### config.mk
export PLATFORM = sky130hd
export DESIGN_NAME = demux_1to8_capture_flat
export DESIGN_NICKNAME = d
export VERILOG_FILES = /design/src/rtl/demux_1to8_capture_pkg.sv /design/src/rtl/demux_1to8_capture_if.sv /design/src/rtl/demux_1to8_capture_slot_counter.sv /design/src/rtl/demux_1to8_capture.sv /design/src/flat_wrapper.sv
export SDC_FILE = /design/constraint.sdc
export NUM_CORES = 1
export LEC_CHECK = 0
export CAP_MARGIN = 20
export CORE_UTILIZATION = 45
export DETAILED_ROUTE_END_ITERATION = 8
export PLACE_DENSITY_LB_ADDON = 0.08
export SLEW_MARGIN = 30
export SYNTH_ARGS = -nofsm -noshare
export SYNTH_HDL_FRONTEND = slang
export SYNTH_SLANG_ARGS = --single-unit
### constraint.sdc
create_clock -name clk -period 1.5 [get_ports clk]
set_input_delay 0.3 -clock clk [delete_from_list [all_inputs] [get_ports clk]]
set_output_delay 0.3 -clock clk [all_outputs]
set_load 0.005 [all_outputs]
### src/rtl/demux_1to8_capture_pkg.sv
// ============================================================================
// Module  : demux_1to8_capture_pkg
// Brief   : Shared state encoding and default sizing for the 1-to-8 demux capture.
// Revision: 1.0
// ============================================================================
`default_nettype none

package demux_1to8_capture_pkg;

   localparam logic [1:0] ST_IDLE   = 2'd0;
   localparam logic [1:0] ST_SHIFT  = 2'd1;
   localparam logic [1:0] ST_PARITY = 2'd2;

   localparam int NUM_CH_DEF = 8;
   localparam int SEL_W_DEF  = 3;

   typedef enum logic [1:0] {
      S_IDLE   = ST_IDLE,
      S_SHIFT  = ST_SHIFT,
      S_PARITY = ST_PARITY
   } state_e;

endpackage

`default_nettype wire

### src/rtl/demux_1to8_capture_if.sv
// ============================================================================
// Module  : demux_1to8_capture_if
// Brief   : Serial-in / parallel-out bundle between a bit source and the demux.
// Revision: 1.0
// ============================================================================
`default_nettype none

interface demux_1to8_capture_if
   import demux_1to8_capture_pkg::*;
#(
   parameter int NUM_CH = NUM_CH_DEF,
   parameter int SEL_W  = SEL_W_DEF
);
   logic              start;
   logic              din;
   logic              din_valid;
   logic              busy;
   logic [SEL_W-1:0]  sel_cur;
   logic [NUM_CH-1:0] dout;
   logic              out_valid;
   logic              parity_err;

   modport master (
      output start, din, din_valid,
      input  busy, sel_cur, dout, out_valid, parity_err
   );

   modport slave (
      input  start, din, din_valid,
      output busy, sel_cur, dout, out_valid, parity_err
   );
endinterface

`default_nettype wire

### src/rtl/demux_1to8_capture_slot_counter.sv
// ============================================================================
// Module  : demux_slot_counter
// Brief   : Slot index counter with clear, enable and terminal-slot flag.
// Revision: 1.0
// ============================================================================
`default_nettype none

module demux_slot_counter
   import demux_1to8_capture_pkg::*;
#(
   parameter int SEL_W = SEL_W_DEF,
   parameter int LAST  = NUM_CH_DEF - 1
) (
   input  logic             clk,
   input  logic             rst,
   input  logic             clr,
   input  logic             en,
   output logic [SEL_W-1:0] cnt,
   output logic             term
);
   localparam logic [SEL_W-1:0] c_last = SEL_W'(LAST);

   logic [SEL_W-1:0] cnt_q, cnt_d;

   // Explicit wrap at the terminal slot keeps non-power-of-two frames correct
   always_comb begin
      cnt_d = cnt_q;
      if (clr) begin
         cnt_d = '0;
      end else if (en) begin
         cnt_d = (cnt_q == c_last) ? '0 : cnt_q + 1'b1;
      end
   end

   always_ff @(posedge clk or posedge rst) begin
      if (rst) begin
         cnt_q <= '0;
      end else begin
         cnt_q <= cnt_d;
      end
   end

   assign cnt  = cnt_q;
   assign term = (cnt_q == c_last);
endmodule

`default_nettype wire

### src/rtl/demux_1to8_capture.sv
// ============================================================================
// Module  : demux_1to8_capture
// Brief   : Frame-based serial-to-parallel demux; optional even-parity trailer
//           bit enabled by macro DEMUX_PARITY_EN.
// Revision: 1.0
// ============================================================================
`default_nettype none

module demux_1to8_capture
   import demux_1to8_capture_pkg::*;
#(
   parameter int NUM_CH    = NUM_CH_DEF,
   parameter int SEL_W     = SEL_W_DEF,
   parameter bit MSB_FIRST = 1'b0
) (
   input  logic                 clk,
   input  logic                 rst,
   demux_1to8_capture_if.slave  bus
);
   localparam logic [SEL_W-1:0] c_last_slot = SEL_W'(NUM_CH - 1);

   state_e            state_q, state_d;
   logic [NUM_CH-1:0] buf_q, buf_d;
   logic [NUM_CH-1:0] dout_q, dout_d;
   logic              out_valid_q, out_valid_d;
   logic [SEL_W-1:0]  sel_cur;
   logic [SEL_W-1:0]  slot_idx;
   logic              cnt_term;
   logic              wr_en;

   // start wins over a coincident valid bit, so it also gates the write strobe
   assign wr_en = (state_q == S_SHIFT) && bus.din_valid && !bus.start;

   demux_slot_counter #(
      .SEL_W (SEL_W),
      .LAST  (NUM_CH - 1)
   ) u_slot_counter (
      .clk  (clk),
      .rst  (rst),
      .clr  (bus.start),
      .en   (wr_en),
      .cnt  (sel_cur),
      .term (cnt_term)
   );

   assign slot_idx = MSB_FIRST ? (c_last_slot - sel_cur) : sel_cur;

   generate
      for (genvar k = 0; k < NUM_CH; k++) begin : g_slot
         assign buf_d[k] = bus.start                          ? 1'b0    :
                           (wr_en && (slot_idx == SEL_W'(k))) ? bus.din :
                                                                buf_q[k];
      end
   endgenerate

`ifdef DEMUX_PARITY_EN
   logic parity_err_q, parity_err_d;
`endif

   always_comb begin
      state_d     = state_q;
      dout_d      = dout_q;
      out_valid_d = 1'b0;
`ifdef DEMUX_PARITY_EN
      parity_err_d = parity_err_q;
`endif
      if (bus.start) begin
         state_d = S_SHIFT;
      end else begin
         case (state_q)
            S_SHIFT: begin
               if (wr_en && cnt_term) begin
`ifdef DEMUX_PARITY_EN
                  state_d = S_PARITY;
`else
                  state_d     = S_IDLE;
                  dout_d      = buf_d;
                  out_valid_d = 1'b1;
`endif
               end
            end
`ifdef DEMUX_PARITY_EN
            S_PARITY: begin
               if (bus.din_valid) begin
                  state_d      = S_IDLE;
                  dout_d       = buf_q;
                  out_valid_d  = 1'b1;
                  parity_err_d = ^{buf_q, bus.din};
               end
            end
`endif
            default: state_d = S_IDLE;
         endcase
      end
   end

   always_ff @(posedge clk or posedge rst) begin
      if (rst) begin
         state_q     <= S_IDLE;
         buf_q       <= '0;
         dout_q      <= '0;
         out_valid_q <= 1'b0;
`ifdef DEMUX_PARITY_EN
         parity_err_q <= 1'b0;
`endif
      end else begin
         state_q     <= state_d;
         buf_q       <= buf_d;
         dout_q      <= dout_d;
         out_valid_q <= out_valid_d;
`ifdef DEMUX_PARITY_EN
         parity_err_q <= parity_err_d;
`endif
      end
   end

   assign bus.busy      = (state_q != S_IDLE);
   assign bus.sel_cur   = sel_cur;
   assign bus.dout      = dout_q;
   assign bus.out_valid = out_valid_q;
`ifdef DEMUX_PARITY_EN
   assign bus.parity_err = parity_err_q;
`else
   assign bus.parity_err = 1'b0;
`endif
endmodule

`default_nettype wire

### src/flat_wrapper.sv
// flat-port wrapper written by rule: the top's interface ports become plain ports
module demux_1to8_capture_flat import demux_1to8_capture_pkg::*;
#(
   parameter int NUM_CH    = NUM_CH_DEF,
   parameter int SEL_W     = SEL_W_DEF,
   parameter bit MSB_FIRST = 1'b0
)
  (clk, rst, bus_start, bus_din, bus_din_valid, bus_busy, bus_sel_cur, bus_dout, bus_out_valid, bus_parity_err);
  demux_1to8_capture_if #(.NUM_CH(NUM_CH), .SEL_W(SEL_W)) bus_i ();
  input  logic clk;
  input  logic rst;
  input wire logic [$bits(bus_i.start)-1:0] bus_start;
  input wire logic [$bits(bus_i.din)-1:0] bus_din;
  input wire logic [$bits(bus_i.din_valid)-1:0] bus_din_valid;
  output wire logic [$bits(bus_i.busy)-1:0] bus_busy;
  output wire logic [$bits(bus_i.sel_cur)-1:0] bus_sel_cur;
  output wire logic [$bits(bus_i.dout)-1:0] bus_dout;
  output wire logic [$bits(bus_i.out_valid)-1:0] bus_out_valid;
  output wire logic [$bits(bus_i.parity_err)-1:0] bus_parity_err;
  assign bus_i.start = bus_start;
  assign bus_i.din = bus_din;
  assign bus_i.din_valid = bus_din_valid;
  assign bus_busy = bus_i.busy;
  assign bus_sel_cur = bus_i.sel_cur;
  assign bus_dout = bus_i.dout;
  assign bus_out_valid = bus_i.out_valid;
  assign bus_parity_err = bus_i.parity_err;
  demux_1to8_capture #(.NUM_CH(NUM_CH), .SEL_W(SEL_W), .MSB_FIRST(MSB_FIRST)) u_core (.clk(clk), .rst(rst), .bus(bus_i));
endmodule
# ---- After elaboration in Yosys (flattened, before gate mapping)
# Cells that the tools add are included.
dict set report word_totals {
  register_bits 22
  in_bits 5
  output_inout_bits 14
  word_cells 56
}
dict set report classes {
  add_sub_neg 1
  eq_ne 9
  muxes 25
  bitwise 1
  reduce_logical 15
}
# operator count
set op_table {}
lappend op_table {{1-bit 2-to-1 mux} 19}
lappend op_table {{3-bit == test, second input constant} 4}
lappend op_table {{1-bit logical AND} 10}
lappend op_table {{3-bit 2-to-1 mux} 3}
lappend op_table {{3-bit by 2-bit == test with 1-bit output, second input constant} 2}
lappend op_table {{2-bit 2-to-1 mux} 3}
lappend op_table {{2-bit nonzero test} 2}
lappend op_table {{3-bit by 1-bit adder with 3-bit output, second input constant} 1}
lappend op_table {{3-bit by 1-bit == test with 1-bit output, second input constant} 1}
lappend op_table {{3-bit logical NOT} 1}
lappend op_table {{3-bit inequality test, second input constant} 1}
lappend op_table {{3-bit AND reduction} 1}
lappend op_table {{2-bit by 1-bit == test with 1-bit output, second input constant} 1}
lappend op_table {{1-bit logical NOT} 1}
lappend op_table {{1-bit NOT} 1}

# ---- Logic depth before layout (Yosys ltp)
# Gate-level depths: netlist of run 1.
dict set report depth {
  depth_word 7
  ltp_mapped 6
  depth_no_buf 6
}

# ---- Hierarchy
# Synthesis of run 1 repeated with hierarchy kept, for this count alone.
dict set report unflattened {
  hier_cells 102
  area_unflattened_um2 1043.5
}
# module n_inst cells_per_inst area_per_inst_um2 seq_area_each_um2
set modules_own_cells {}
lappend modules_own_cells {demux_1to8_capture 1 89 888.4 450.4}
lappend modules_own_cells {demux_slot_counter 1 13 155.1 75.1}

# ---- Worst setup path after synthesis of run 1
# No wires, ideal clock.
dict set report synth_timing {
  path_kind {register -> register}
  start {register u_core.u_slot_counter.cnt_q[0] (netlist: u_core.u_slot_counter.cnt[0])}
  end {register u_core.dout_q[0] (netlist: u_core.bus.dout[0])}
  setup_ns 0.127
  arrival_ns 1.219
  t_required_ns 1.373
  setup_slack_ns 0.153
  path_stages_with_launch 7
  n_path_buf 1
  synth_period_minus_slack_ns 1.347
  path_cell_list {dfrtp_1 ha_1 ha_1 nand4b_4 buf_6 nand2_1 o21ai_0}
}
dict set report synth_via {
  elab_chain_cells 4
  word_cells_on_any_way 7
  classes_between {eq/ne (1); mux (2); reduce/logical (4)}
}
# element line
set synth_rtl {}
lappend synth_rtl {{start: declaration} demux_1to8_capture_slot_counter.sv:23} ;# logic [SEL_W-1:0] cnt_q, cnt_d;
lappend synth_rtl {{start signal: assignment} demux_1to8_capture_slot_counter.sv:39} ;# cnt_q <= cnt_d;
lappend synth_rtl {{3-bit logical NOT} demux_1to8_capture.sv:51} ;# (wr_en && (slot_idx == SEL_W'(k))) ? bus.din :
lappend synth_rtl {{1-bit logical AND} demux_1to8_capture.sv:51}
lappend synth_rtl {{1-bit 2-to-1 mux} demux_1to8_capture.sv:51}
lappend synth_rtl {{1-bit 2-to-1 mux} demux_1to8_capture.sv:50} ;# assign buf_d[k] = bus.start ? 1'b0 :
lappend synth_rtl {{end signal: assignment} demux_1to8_capture.sv:109} ;# dout_q <= dout_d;
lappend synth_rtl {{end: declaration} demux_1to8_capture.sv:24} ;# logic [NUM_CH-1:0] dout_q, dout_d;
# Parallel ways exist; a longest one is shown, timed or not.
# A chain may end at the register's enable or synchronous reset.

# ---- Worst setup path in the final report of run 1
dict set report layout_timing {
  start {register u_core.u_slot_counter.cnt_q[0] (netlist: u_core.u_slot_counter.cnt[0])}
  end {register u_core.buf_q[3]}
}
dict set report layout_via {
  elab_chain_cells 4
}
# element line
set layout_rtl {}
lappend layout_rtl {{3-bit by 2-bit == test with 1-bit output} demux_1to8_capture.sv:51}
lappend layout_rtl {{1-bit logical AND} demux_1to8_capture.sv:51}
lappend layout_rtl {{1-bit 2-to-1 mux} demux_1to8_capture.sv:51}
lappend layout_rtl {{1-bit 2-to-1 mux} demux_1to8_capture.sv:50}
lappend layout_rtl {{via u_core.buf_d[3]} demux_1to8_capture.sv:23} ;# logic [NUM_CH-1:0] buf_q, buf_d;
lappend layout_rtl {{end signal: assignment} demux_1to8_capture.sv:108} ;# buf_q <= buf_d;
lappend layout_rtl {{end: declaration} demux_1to8_capture.sv:23}
# The timed path passes the listed nets, and every way through them passes these cells.

==> results.toml, run 1 <==
[pwr]
p_comb_share_pct = 15.0
p_int_mw = 0.909
pwr-share-seq_pct = 47.5
p_clk_share_pct = 37.5
sw_frac_of_total_pct = 22.9
power.net_switching_mw = 0.269
power_density_nw_per_um2 = 822
p_leak_nw = 0.867
p_total_mw = 1.18
ir_drop_uv = 841

[finish]
final_cells = 161
finalNetCount = 145
area_growth_pct = 35.9
n_antenna_cell = 0
drive_above_1_share_pct = 18.0
fin_util_pct = 64.8
design_area_um2 = 1430

[routing]
drt-initial-drc-count = 19
drc_errors = 0
vias = 818
wirelength_um = 2310
wl_per_cell_um = 14.4
ant_nets = 0
viasPerCell = 5.08
firstDrtPassIters = 4

[critical_path]
crit_path_max_fanout = 2
critPathKind = "register to register"
crit_required_ps = 1700
cp.arrival_ps = 1650
cp-start-kind = "register"
end_kind = "register"

[synth]
netlist_top_cells_area = "dfrtp_1, mux2i_1, ha_1"
syn_nets = 113
synth_area_um2 = 1050
ys_seq_area_share_pct = 47.4
avgSynthCellArea_um2 = 10.3
synth-edff-count = 0
synth_cells = 102
synthTopCellsByCount = "dfrtp_1, mux2i_1, nand2_1"
synth_largest_area_cell = "dfrtp_1"
yosysUniqueCellTypes = 20
ys_async_sr_fraction_pct = 100
ys_warn_count = 0
synth.most_common_cell = "dfrtp_1"
ys_ff_latch = 20
yosysTopAreaCellShare_pct = 47.4
synth_flop_cell = "dfrtp_1"

[place]
io_buffers = 17
place_ws_ps = 17.4
routabilityCongestion = 0.742
dp.final_hpwl_um = 1410
placed_area_um2 = 1270
placed_cells = 149

[sta]
finalCriticalPeriod_ps = 1450
setup_tns_ps = 0
max_freq_ghz = 0.691
whs_ps = 304
period_share_pct = 96.5
rsz0062_at_grt = "true"
clock_skew_ps = 1.92
hold_viol = 0
setup_viol = 0
slew_viol_final = 0
setup_ws_ps = 52.7

[outcome]
status = "finished, final reports clean"

[global_route]
overflow = 0
grt_pass1_vias = 789
track_usage_pct = 20.0
grt_pass1_wl_um = 3620
grt_max_degree = 21
antenna_found_initial = 0

[clocking]
htreeDepth = 1
clock-sinks = 20
hold_buffers = 0
numCtsBuffers = 3
clock_path_buffers = 2
insertion_delay_ps = 300
cts_root_buf = "clkbuf_4"
cts_tree = "yes"
cts.clk_slew.worst_paths_ps = 120

[die]
start_util_pct = 47.7
core.rowCount = 17
die_w_um = 50.4
io_pins = 19
core_um2 = 2210
die_height_um = 50.4
dieArea_um2 = 2540

[flow_run]
cap_viol_max_count = 0

[min_path]
hold_class = "input pin to asynchronous set/reset pin"
[cell usage in the layout, fill, tap and decap left out, types with 2 or more instances in the layout]
master	instances
ha_1	5
clkdlybuf4s50_1	5
nand4b_1	4
inv_1	5
nand4_1	3
buf_4	16
o21ai_0	6
dlygate4sd2_1	4
clkbuf_4	3
dfrtp_1	20
nand2_1	15
dlymetal6s2s_1	8
mux2i_1	15
nand4b_4	2
nand2b_1	3
nor2_1	11
[what timing repair did]
action / 4_1_cts / 5_1_grt
buffers inserted: 3 / 4
gates cloned: 0 / 1
pin swaps: 0 / 2
setup endpoints to repair: 5 / 18
resized for setup: 4 / 12
[metal layers]
metal  up-vias  GRT usage [%]  share of wire (%)
met4         0           10.2                1.7
met1       391           25.1                 43
met3         5           3.64                2.8
met5         -              0                  0
met2        17           32.7                 52
li1        405              -                  -
[logic make-up (layout without fill, tap and decap cells)]
kind of cell,Yosys count,count (layout),share of synthesized area (%)
compound gates,10,10,5.10
fa+ha+maj,6,6,7.12
buf+inv,12,42,6.88
flops,20,20,47.4
mux,15,15,14.2
other cells,1,1,0.356
simple gates,38,39,18.9
[path summary, 6_finish.rpt]
| kind | from | endpoint | slack, ps | cells after the start |
|---|---|---|---|---|
| setup reg to reg | u_core.u_slot_counter.cnt[0] | u_core.buf_q[3] | 50 | 6 |
| max in group asynchronous | rst | u_core.u_slot_counter.cnt[2] | 990 | 3 |
| setup / recovery | u_core.u_slot_counter.cnt[0] | u_core.buf_q[3] | 50 | 6 |
| hold / removal | rst | u_core.bus.dout[3] | 300 | 3 |
| min in group clk | u_core.bus.dout[6] | u_core.bus.dout[6] | 500 | 2 |
| hold reg to reg | u_core.bus.dout[6] | u_core.bus.dout[6] | 500 | 2 |
[sequential cells by signal, indices dropped and copies added, names as in the netlist]
signal / cells
u_core.buf_q: 7
u_core.u_slot_counter.cnt: 3
u_core.bus.out_valid: 1
u_core.state_q: 1
u_core.bus.dout: 8
[power groups by stage]
stage / clock (mW) / combinational [mW] / sequential, mW
2_1_floorplan: 0 / 0.0932 / 0.575
3_3_place_gp: 0 / 0.160 / 0.571
3_5_place_dp: 0 / 0.160 / 0.572
4_1_cts: 0.454 / 0.170 / 0.560
5_1_grt: 0.467 / 0.197 / 0.561
6_report: 0.442 / 0.177 / 0.559
[worst max-delay path, cell delays in order (launching register included)]
cell and delay (ps):
dfrtp_1 390, buf_4 130, ha_1 240, ha_1 220, nand3_1 100, mux2i_1 200, nor2_1 60
[final cells by class]
class / instances / area (µm²)
clock buffer: 3 / 22.5
sequential: 20 / 500
tap: 28 / 35.0
inverter: 5 / 18.8
multi-input combinational: 71 / 522
fill: 194 / 778
timing repair buffer: 33 / 305
clock inverter: 1 / 30.0
No activity file was read; power rests on OpenSTA's default activity.
==> run 2: changes to the inputs <==
--- a/config.mk
+++ b/config.mk
@@ -9,7 +9,6 @@
 export CORE_UTILIZATION = 45
 export DETAILED_ROUTE_END_ITERATION = 8
 export PLACE_DENSITY_LB_ADDON = 0.08
-export SLEW_MARGIN = 30
 export SYNTH_ARGS = -nofsm -noshare
 export SYNTH_HDL_FRONTEND = slang
 export SYNTH_SLANG_ARGS = --single-unit
==> results of run 2 <==
No change in the layout: final DEF, timing and power equal those of run 1.
==> run 3: changes to the inputs <==
--- a/config.mk
+++ b/config.mk
@@ -8,6 +8,7 @@
 export CAP_MARGIN = 20
 export CORE_UTILIZATION = 45
 export DETAILED_ROUTE_END_ITERATION = 8
+export GPL_ROUTABILITY_DRIVEN = 0
 export PLACE_DENSITY_LB_ADDON = 0.08
 export SYNTH_ARGS = -nofsm -noshare
 export SYNTH_HDL_FRONTEND = slang
==> results of run 3 <==
No change in the layout: final DEF, timing and power equal those of run 1.
